$ cat config.mk
export PLATFORM = sky130hd
export DESIGN_NAME = add_n_and_clip_acc
export DESIGN_NICKNAME = d
export VERILOG_FILES = /design/src/rtl/add_n_pkg.sv /design/src/rtl/add_n_and_clip_acc_tree.sv /design/src/rtl/add_n_and_clip_acc.sv
export SDC_FILE = /design/constraint.sdc
export NUM_CORES = 1
export LEC_CHECK = 0
export CORE_ASPECT_RATIO = 1.1
export CORE_MARGIN = 8
export CORE_UTILIZATION = 57
export CTS_BUF_LIST = sky130_fd_sc_hd__clkbuf_16
export DETAILED_ROUTE_END_ITERATION = 10
export HOLD_SLACK_MARGIN = 0.15
export PLACE_DENSITY = 0.86
export SYNTH_ARGS = -nofsm -noshare
export SYNTH_HDL_FRONTEND = slang
export SYNTH_SLANG_ARGS = --single-unit
$ cat constraint.sdc
create_clock -name clk -period 5.1 [get_ports clk]
set_input_delay 1.02 -clock clk [delete_from_list [all_inputs] [get_ports clk]]
set_output_delay 1.02 -clock clk [all_outputs]
set_load 0.05 [all_outputs]
$ cat src/rtl/add_n_pkg.sv
// Shared helpers for the N-input add/accumulate/clip datapath: width derivation
// and signed saturation, used by the RTL and by the bench.
package add_n_pkg;

   localparam int unsigned SAT_W = 64;

   function automatic int unsigned clog2(input int unsigned n);
      int unsigned r;
      r = 0;
      for (int unsigned i = 0; i < 32; i++) begin
         if ((64'd1 << i) < 64'(n)) r = i + 1;
      end
      return r;
   endfunction

   function automatic int unsigned tree_width(input int unsigned w, input int unsigned n);
      return w + clog2(n);
   endfunction

   function automatic int unsigned acc_width(input int unsigned w, input int unsigned n,
                                             input int unsigned len_w);
      return tree_width(w, n) + len_w;
   endfunction

   // Clamp a wide signed value into the w-bit two's complement range.
   function automatic logic signed [SAT_W-1:0] sat_to_width(input logic signed [SAT_W-1:0] v,
                                                            input int unsigned w);
      logic signed [SAT_W-1:0] hi;
      logic signed [SAT_W-1:0] lo;
      hi = (64'sd1 <<< (w - 1)) - 64'sd1;
      lo = -(64'sd1 <<< (w - 1));
      if (v > hi)      return hi;
      else if (v < lo) return lo;
      else             return v;
   endfunction

endpackage

$ cat src/rtl/add_n_and_clip_acc_tree.sv
// Registered pairwise adder tree over NUM_IN signed channels with a matching
// valid pipeline; NUM_IN=1 degenerates to a wire.
module add_n_tree
   import add_n_pkg::*;
#(
   parameter int unsigned WIDTH  = 16,
   parameter int unsigned NUM_IN = 4
) (
   input  logic                                   clk,
   input  logic                                   rst,
   input  logic [NUM_IN*WIDTH-1:0]                in_i,
   input  logic                                   valid_i,
   output logic [tree_width(WIDTH, NUM_IN)-1:0]   tree_sum_o,
   output logic                                   tree_valid_o
);
   localparam int unsigned L  = clog2(NUM_IN);
   localparam int unsigned TW = tree_width(WIDTH, NUM_IN);

   if (L == 0) begin : g_bypass
      logic unused_clk_rst;
      assign unused_clk_rst = clk ^ rst;
      assign tree_sum_o     = in_i;
      assign tree_valid_o   = valid_i;
   end else begin : g_tree
      // Every level is held at the final width TW; the sums always fit.
      logic signed [TW-1:0] leaf_c [NUM_IN];
      logic signed [TW-1:0] src_c  [L][NUM_IN];
      logic signed [TW-1:0] lvl_d  [L][NUM_IN];
      logic signed [TW-1:0] lvl_q  [L][NUM_IN];
      logic [L-1:0]         vld_q;

      always_comb begin
         int n;
         int ia;
         int ib;
         for (int k = 0; k < NUM_IN; k++) begin
            leaf_c[k]   = TW'(signed'(in_i[k*WIDTH +: WIDTH]));
            src_c[0][k] = leaf_c[k];
         end
         for (int j = 1; j < L; j++) begin
            for (int k = 0; k < NUM_IN; k++) src_c[j][k] = lvl_q[j-1][k];
         end
         for (int j = 0; j < L; j++) begin
            n = (NUM_IN + (1 << j) - 1) >> j;
            for (int k = 0; k < NUM_IN; k++) begin
               ia = (2*k     < NUM_IN) ? 2*k     : 0;
               ib = (2*k + 1 < NUM_IN) ? 2*k + 1 : 0;
               lvl_d[j][k] = '0;
               if (2*k < n)     lvl_d[j][k] = src_c[j][ia];
               if (2*k + 1 < n) lvl_d[j][k] = lvl_d[j][k] + src_c[j][ib];
            end
         end
      end

      always_ff @(posedge clk) begin
         if (rst) begin
            vld_q <= '0;
            for (int j = 0; j < L; j++) begin
               for (int k = 0; k < NUM_IN; k++) lvl_q[j][k] <= '0;
            end
         end else begin
            vld_q <= L'({vld_q, valid_i});
            lvl_q <= lvl_d;
         end
      end

      assign tree_sum_o   = lvl_q[L-1][0];
      assign tree_valid_o = vld_q[L-1];
   end

endmodule

$ cat src/rtl/add_n_and_clip_acc.sv
// N-input registered add, optional windowed accumulate, saturate to WIDTH.
// Define ADD_N_CLIP_FLAG_EN to add the registered 'clipped' output.
module add_n_and_clip_acc
   import add_n_pkg::*;
#(
   parameter int unsigned WIDTH     = 16,
   parameter int unsigned NUM_IN    = 4,
   parameter int unsigned ACC_LEN_W = 8
) (
   input  logic                      clk,
   input  logic                      rst,
   input  logic [NUM_IN*WIDTH-1:0]   in,
   input  logic                      strobe_in,
   input  logic [ACC_LEN_W-1:0]      acc_len,
   output logic [WIDTH-1:0]          sum,
   output logic                      strobe_out
`ifdef ADD_N_CLIP_FLAG_EN
   ,
   output logic                      clipped
`endif
);
   localparam int unsigned TW = tree_width(WIDTH, NUM_IN);
   localparam int unsigned AW = acc_width(WIDTH, NUM_IN, ACC_LEN_W);

   logic [TW-1:0]            tree_sum;
   logic                     tree_valid;

   logic [ACC_LEN_W-1:0]     cnt_q, cnt_d;
   logic [ACC_LEN_W-1:0]     win_len_q, win_len_d;
   logic [ACC_LEN_W-1:0]     len_c;
   logic signed [AW-1:0]     acc_q, acc_d;
   logic signed [AW-1:0]     samp_c, total_c, dump_val_c;
   logic                     dump_c;
   logic signed [SAT_W-1:0]  wide_c, sat_c;
   logic [WIDTH-1:0]         sum_q, sum_d;
   logic                     strobe_q, strobe_d;

   add_n_tree #(
      .WIDTH  (WIDTH),
      .NUM_IN (NUM_IN)
   ) u_tree (
      .clk          (clk),
      .rst          (rst),
      .in_i         (in),
      .valid_i      (strobe_in),
      .tree_sum_o   (tree_sum),
      .tree_valid_o (tree_valid)
   );

   // Window control: the window length is captured on the first sample of a window.
   always_comb begin
      cnt_d      = cnt_q;
      win_len_d  = win_len_q;
      acc_d      = acc_q;
      dump_c     = 1'b0;
      samp_c     = AW'(signed'(tree_sum));
      total_c    = acc_q + samp_c;
      dump_val_c = samp_c;
      len_c      = (cnt_q == '0) ? acc_len : win_len_q;
      if (tree_valid) begin
         if (cnt_q == '0) win_len_d = acc_len;
         if (len_c <= ACC_LEN_W'(1)) begin
            dump_c = 1'b1;
         end else if (cnt_q == len_c - ACC_LEN_W'(1)) begin
            dump_c     = 1'b1;
            dump_val_c = total_c;
            acc_d      = '0;
            cnt_d      = '0;
         end else begin
            acc_d = total_c;
            cnt_d = cnt_q + ACC_LEN_W'(1);
         end
      end
      wide_c   = SAT_W'(dump_val_c);
      sat_c    = sat_to_width(wide_c, WIDTH);
      sum_d    = dump_c ? WIDTH'(sat_c) : sum_q;
      strobe_d = dump_c;
   end

   always_ff @(posedge clk) begin
      if (rst) begin
         cnt_q     <= '0;
         win_len_q <= '0;
         acc_q     <= '0;
         sum_q     <= '0;
         strobe_q  <= 1'b0;
      end else begin
         cnt_q     <= cnt_d;
         win_len_q <= win_len_d;
         acc_q     <= acc_d;
         sum_q     <= sum_d;
         strobe_q  <= strobe_d;
      end
   end

   assign sum        = sum_q;
   assign strobe_out = strobe_q;

`ifdef ADD_N_CLIP_FLAG_EN
   logic clipped_q, clipped_d;

   always_comb begin
      clipped_d = clipped_q;
      if (dump_c) clipped_d = (sat_c != wide_c);
   end

   always_ff @(posedge clk) begin
      if (rst) clipped_q <= 1'b0;
      else     clipped_q <= clipped_d;
   end

   assign clipped = clipped_q;
`endif

endmodule
==> summary.md, run 1 <==
| Metric | Value |
|---|---|
| XOR/XNOR share of the synthesized area | `0.0759` |
| GPL Wtd Cong | `0.933` |
| Clk buf depth | `2` |
| #FFs+latches synth | `113` |
| H-tree Lvls | `4` |
| # DRC | `0` |
| Chip height | `138 um` |
| Outcome | `complete, no violations` |
| Synth cell types | `74` |
| TritonRoute pass-1 iters | `5` |
| Worst setup SP type | `flop` |
| Drt wl/cell | `15.9 um` |
| Setup ws final | `0.539 ns` |
| Setup WS pre-CTS | `0.499 ns` |
| Setup CP Type | `reg -> reg` |
| Endpoint class of the critical path | `flop` |
| Async S/R FF share, synth | `0` |
| Vias | `7188` |
| Synth Area in Simple Gates | `0.233` |
| Achievable frequency | `219 MHz` |
| GRT overflow | `0` |
| Die area | `17600 um^2` |
| Routed WL | `18800 um` |
| Fillcell total | `1007` |
| # clock sinks | `113` |
| Via/cell ratio | `6.08` |
| Gate Count Post-Synth | `928` |
| Root buf cell | `clkbuf_16` |
| Row cnt | `44` |
| Synth Area in Adders | `0.137` |
| Routed Antenna Nets | `0` |
| Largest net degree at the start of global routing | `82` |
| Most common cell after layout, fill and taps aside | `dfxtp_1` |
| Core Box Area | `13200 um^2` |
| Starting Density | `0.586` |
| Peak VDD IR | `0.271 mV` |
| Most frequent cells in the layout | `dfxtp_1 (113), nor2_1 (105), clkdlybuf4s50_1 (90)` |
| Slowest stage delay, CP | `0.63 ns` |
| Antenna cells | `0` |
| Post-synthesis sequential area ratio | `0.292` |
| Fin Setup TNS | `0 ns` |
| Main combinational cell family by area after synthesis | `simple AND/OR/NAND/NOR gates` |
| Final worst-path cycle share | `0.894` |
| Worst Tran Pin Value | `1.19 ns` |
| Placed Area | `8750 um^2` |
| First-pass GRT wire length | `31900 um` |
| Total setup buffers inserted after CTS | `0` |
| Slowest CP cell | `and4_1` |
| CTS tree | `built` |
| Relative max-transition margin | `0.208` |
| CP cell instances | `inv_1 -> ha_1 -> or4b_4 -> nor2_8 -> mux2i_1 -> ha_1 -> xor2_1 -> nand4b_4 -> a211oi_2 -> nand4_2 -> or2_1 -> nor4bb_1 -> and4_1 -> nand3_1 -> a311oi_1` |
| Number of global-route vias before repair | `7019` |
| Max Cap Viol | `0` |
| # port buffers | `91` |
| Clk_lat worst skew | `0.41 ns` |
| IO Pins | `92` |
| Synth warn | `0` |
| Num CTS Buffers | `17` |
| Static Leak | `3.81 nW` |
| Final Hold Viols | `0` |
| Worst-path fanout max | `15` |
| Hold bufs inserted after CTS | `0` |
| CTS resizes | `0` |
| Utilization after layout | `0.705` |
| Die X-Extent | `127 um` |
| Overall power | `2.86 mW` |
| Synth Area in Compound Gates | `0.220` |
| GRT Resource Usage Total | `0.216` |
| Commonest register cell after synthesis | `dfxtp_1` |
| Hold crit path type | `reg -> reg` |
| Mux contribution to synthesized area | `0.00259` |
| Clock slew at reported path FFs | `0.06 ns` |
| Crit path time final | `4.56 ns` |
| Design Area, Final | `9320 um^2` |
| WP data required | `5.41 ns` |
| Setup Skew | `0.00967 ns` |
| Synthesis-to-finish area growth | `20.4%` |
| Fraction of final layout cells with drive strength greater than 1 | `0.0705` |
| Most frequent CP cell | `ha_1` |
| Worst EP arrival | `4.87 ns` |
| RSZ-0062 raised after global routing | `false` |
| Post-synth EDFFs | `0` |
| Final setup violating endpoints | `0` |
| Final layout net count | `1167` |
| Initial antenna violation count | `0` |
| Power Density | `307 nW/um^2` |
| Post-DP HPWL | `14100 um` |
| Max-slew violations | `0` |
| Mean area per synthesized cell | `8.34 um^2` |
| Synthesized cell area | `7740 um^2` |
| DR iter-0 viols | `506` |
| Post-Syn Nets | `1085` |
-- critical path: cells and delay by family, from the launching register on --
kind / cells / cell delay (ns)
simple gates: 8 / 2.32
compound gates: 2 / 0.53
fa+ha+maj: 2 / 0.47
flops: 1 / 0.38
mux: 1 / 0.37
xor+xnor: 1 / 0.27
buf+inv: 1 / 0.12
-- Yosys cell counts (all sizes together) (17+ instances only) --
library cell  number  area share
a21o              17       0.016
xor2              30       0.034
nor2b             19       0.015
nor2             106       0.054
o21ai             32       0.021
clkbuf            32       0.016
ha                78        0.13
inv               33       0.016
xnor2             37       0.042
dfxtp            113        0.29
a21oi             65       0.042
nor3              40       0.027
nand2             55       0.027
nand3             53       0.035
-- flip-flops by register name (all words and copies together), names as in the netlist --
| signal | count |
|---|---|
| sum | 16 |
| acc_q | 26 |
| strobe_out | 1 |
| u_tree.g_tree.vld_q | 2 |
| u_tree.g_tree.lvl_q | 34 |
| cnt_q | 8 |
| win_len_q | 8 |
| u_tree.tree_sum_o | 18 |
-- per-layer routing --
metal,track usage,wire [um]
met1,0.253,8090
met2,0.377,9080
met3,0.0462,1150
met4,0.0809,450
met5,0,0
-- worst paths after layout --
check	from	end	slack, ns	cells past startpoint
worst min-delay path	u_tree.g_tree.vld_q[0]	u_tree.g_tree.vld_q[1]	0.44	1
worst min register to register	u_tree.g_tree.vld_q[0]	u_tree.g_tree.vld_q[1]	0.44	1
worst max register to register	cnt_q[0]	sum[4]	0.54	15
worst max-delay path	cnt_q[0]	sum[4]	0.54	15
-- cell type report --
cell class	count	area [um^2]	area share
Inverter	33	124	0.0133
Tap cell	161	201	0.0216
Clock inverter	14	144	0.0154
Multi-Input combinational cell	742	5160	0.554
Sequential cell	113	2260	0.243
Timing Repair Buffer	103	998	0.107
Clock buffer	17	425	0.0457
-- logic make-up (layout without fill, tap and decap cells) --
kind of cell / count (synthesis) / in the layout
AOI/OAI and AO/OA: 238 / 238
xor gates and xnor gates: 67 / 67
DFF: 113 / 113
buffers and inverters: 73 / 167
adders and majority gates: 82 / 82
and+or+nand+nor: 353 / 353
muxes: 2 / 2
-- power by group --
part           internal (mW)  switching [mW]
Clock                  0.712           0.424
Sequential             0.960          0.0510
Combinational          0.319           0.397
-- stage by stage --
step | hold WS (ns) | instances
after floorplan | 0.414 | 928
after global placement | 0.416 | 1152
after detailed placement | 0.429 | 1152
after CTS | 0.438 | 1183
after global routing | 0.456 | 1183
final | 0.443 | 1183
Note: power is estimated with default switching activity, not from simulation.
==> run 2: changes to the inputs <==
CORE_ASPECT_RATIO = 1.75   (was 1.1)
CORE_MARGIN = unset   (was 8)
==> run 2 against run 1 <==
Worst setup slack lost 0.16 ns; first-iteration DRC count decreased by 18%; register-to-register slack lost 0.16 ns; hold slack got worse by 0.0095 ns; cell area increased by 1.1%; utilization up 0.22 points.
==> summary.md, run 2 (synthesis gave the netlist of run 1 again) <==
| Metric | Value |
|---|---|
| Family with the most delay on the worst path | `simple AND/OR/NAND/NOR gates` |
| Routed Antenna Nets | `0` |
| Internal | `2.18 mW` |
| Setup CP Type | `reg -> reg` |
| Final layout net count | `1168` |
| CTS resizes | `0` |
| Switching share of power | `0.289` |
| Fraction of final layout cells with drive strength greater than 1 | `0.0674` |
| Fillcell total | `1055` |
| Placed Area | `8770 um^2` |
| Initial antenna violation count | `0` |
| TritonRoute pass-1 iters | `5` |
| Static Leak | `3.86 nW` |
| Power Density | `326 nW/um^2` |
| Slowest CP cell | `nor3_2` |
| Final Hold Viols | `0` |
| Row cnt | `56` |
| Number of global-route vias before repair | `7494` |
| Setup Skew | `0.0161 ns` |
| Design Area, Final | `9420 um^2` |
| Via/cell ratio | `6.29` |
| Largest register FFs | `34` |
| Setup ws final | `0.374 ns` |
| Core Box Area | `13300 um^2` |
| Root buf cell | `clkbuf_16` |
| Post-DP HPWL | `15800 um` |
| Endpoint class of the critical path | `flop` |
| IO Pins | `92` |
| CP cell instances | `inv_1 -> ha_1 -> or4b_4 -> nor2_8 -> mux2i_1 -> ha_1 -> xor2_1 -> nand4b_4 -> a211oi_2 -> nand4_2 -> nor3_2 -> a311oi_1 -> a311o_1 -> o31ai_4 -> buf_4 -> a311oi_1` |
| Slowest stage delay, CP | `0.65 ns` |
| Worst EP arrival | `4.98 ns` |
| # port buffers | `91` |
| Hold crit path type | `reg -> reg` |
| Worst-path fanout max | `15` |
| Fin Setup TNS | `0 ns` |
| Clk buf depth | `2` |
| RSZ-0062 raised after global routing | `false` |
| Hold bufs inserted after CTS | `0` |
| Clock power frac | `0.426` |
| # DRC | `0` |
| Final std cells w/o fill | `1197` |
| Placed insts | `1166` |
| Final worst-path cycle share | `0.927` |
| CTS tree | `built` |
| Peak VDD IR | `0.200 mV` |
| # clock sinks | `113` |
| Relative max-transition margin | `0.159` |
| Die area | `14100 um^2` |
| Clock slew at reported path FFs | `0.06 ns` |
| GRT Resource Usage Total | `0.315` |
| Die X-Extent | `90.1 um` |
| Vias | `7529` |
| GPL Wtd Cong | `0.996` |
| WP data required | `5.35 ns` |
| Synthesis-to-finish area growth | `21.7%` |
| Max Cap Viol | `0` |
| Chip height | `156 um` |
| Clk_lat worst skew | `0.42 ns` |
| Setup WS pre-CTS | `0.310 ns` |
| H-tree Lvls | `4` |
| Outcome | `complete, no violations` |
| Starting Density | `0.581` |
| Largest net degree at the start of global routing | `74` |
| Reg power frac | `0.330` |
| Total setup buffers inserted after CTS | `0` |
| Switching pwr | `889 uW` |
| Combinational Power Share | `0.244` |
| DR iter-0 viols | `417` |
| First-pass GRT wire length | `34700 um` |
| Crit path time final | `4.73 ns` |
| Num CTS Buffers | `17` |
| Drt wl/cell | `18.3 um` |
| Most frequent cells in the layout | `dfxtp_1 (113), nor2_1 (105), clkdlybuf4s50_1 (90)` |
| Most common cell after layout, fill and taps aside | `dfxtp_1` |
| Max-slew violations | `0` |
| Utilization after layout | `0.707` |
| Antenna cells | `0` |
| GRT overflow | `0` |
| Register with the most flip-flops | `u_tree.g_tree.lvl_q` |
| Worst Tran Pin Value | `1.26 ns` |
| Achievable frequency | `212 MHz` |
| Worst setup SP type | `flop` |
| Bufs and invs on worst path | `2` |
| Routed WL | `21900 um` |
| Final setup violating endpoints | `0` |
run 2: cell types whose count changed in the layout (fill, tap and decap cells not counted), sizes merged:
cell,previous run,this run
buf,13,14
inv,33,34
clkinv,8,6
bufinv,2,6
clkinvlp,4,1
run 2: path summary, 6_finish.rpt:
check,startpoint,to,slack [ns],depth (start not counted)
max,cnt_q[0],sum[0],0.37,16
min,u_tree.g_tree.vld_q[0],u_tree.g_tree.vld_q[1],0.43,1
max reg2reg,cnt_q[0],sum[0],0.37,16
min reg2reg,u_tree.g_tree.vld_q[0],u_tree.g_tree.vld_q[1],0.43,1
run 2: final cells by class:
cell class / instances / area, um^2 / share of cell area
multi-input combinational: 742 / 5160 / 0.548
sequential: 113 / 2260 / 0.240
timing repair buffer: 104 / 1010 / 0.107
clock buffer: 17 / 425 / 0.0452
clock inverter: 14 / 220 / 0.0234
tap: 174 / 218 / 0.0231
inverter: 33 / 124 / 0.0132
run 2: through the flow:
step	total power [mW]	hold slack, ns
after global placement	1.73	0.428
after CTS	3.06	0.439
final	3.07	0.434
after detailed placement	1.75	0.426
after floorplan	1.54	0.414
after global routing	3.19	0.473
run 2: power by group through the flow:
stage | Sequential, mW | Combinational [mW] | Clock [mW]
6_report | 1.01 | 0.750 | 1.31
5_1_grt | 1.02 | 0.821 | 1.35
4_1_cts | 1.01 | 0.736 | 1.31
3_5_place_dp | 1.03 | 0.724 | 0
3_3_place_gp | 1.02 | 0.707 | 0
2_1_floorplan | 1.01 | 0.524 | 0
run 2: worst register-to-register path, stage by stage (launching register included):
cell and delay [ns]:
dfxtp_1 0.36, inv_1 0.12, ha_1 0.17, or4b_4 0.53
nor2_8 0.16, mux2i_1 0.35, ha_1 0.31, xor2_1 0.27
nand4b_4 0.13, a211oi_2 0.27, nand4_2 0.17, nor3_2 0.65
a311oi_1 0.19, a311o_1 0.40, o31ai_4 0.07, buf_4 0.28
a311oi_1 0.14
run 2: per-layer routing:
metal  wire (um)  track usage
met1        7050        0.257
met2       12000        0.622
met3        1170       0.0692
met4        1640        0.263
met5           0            0
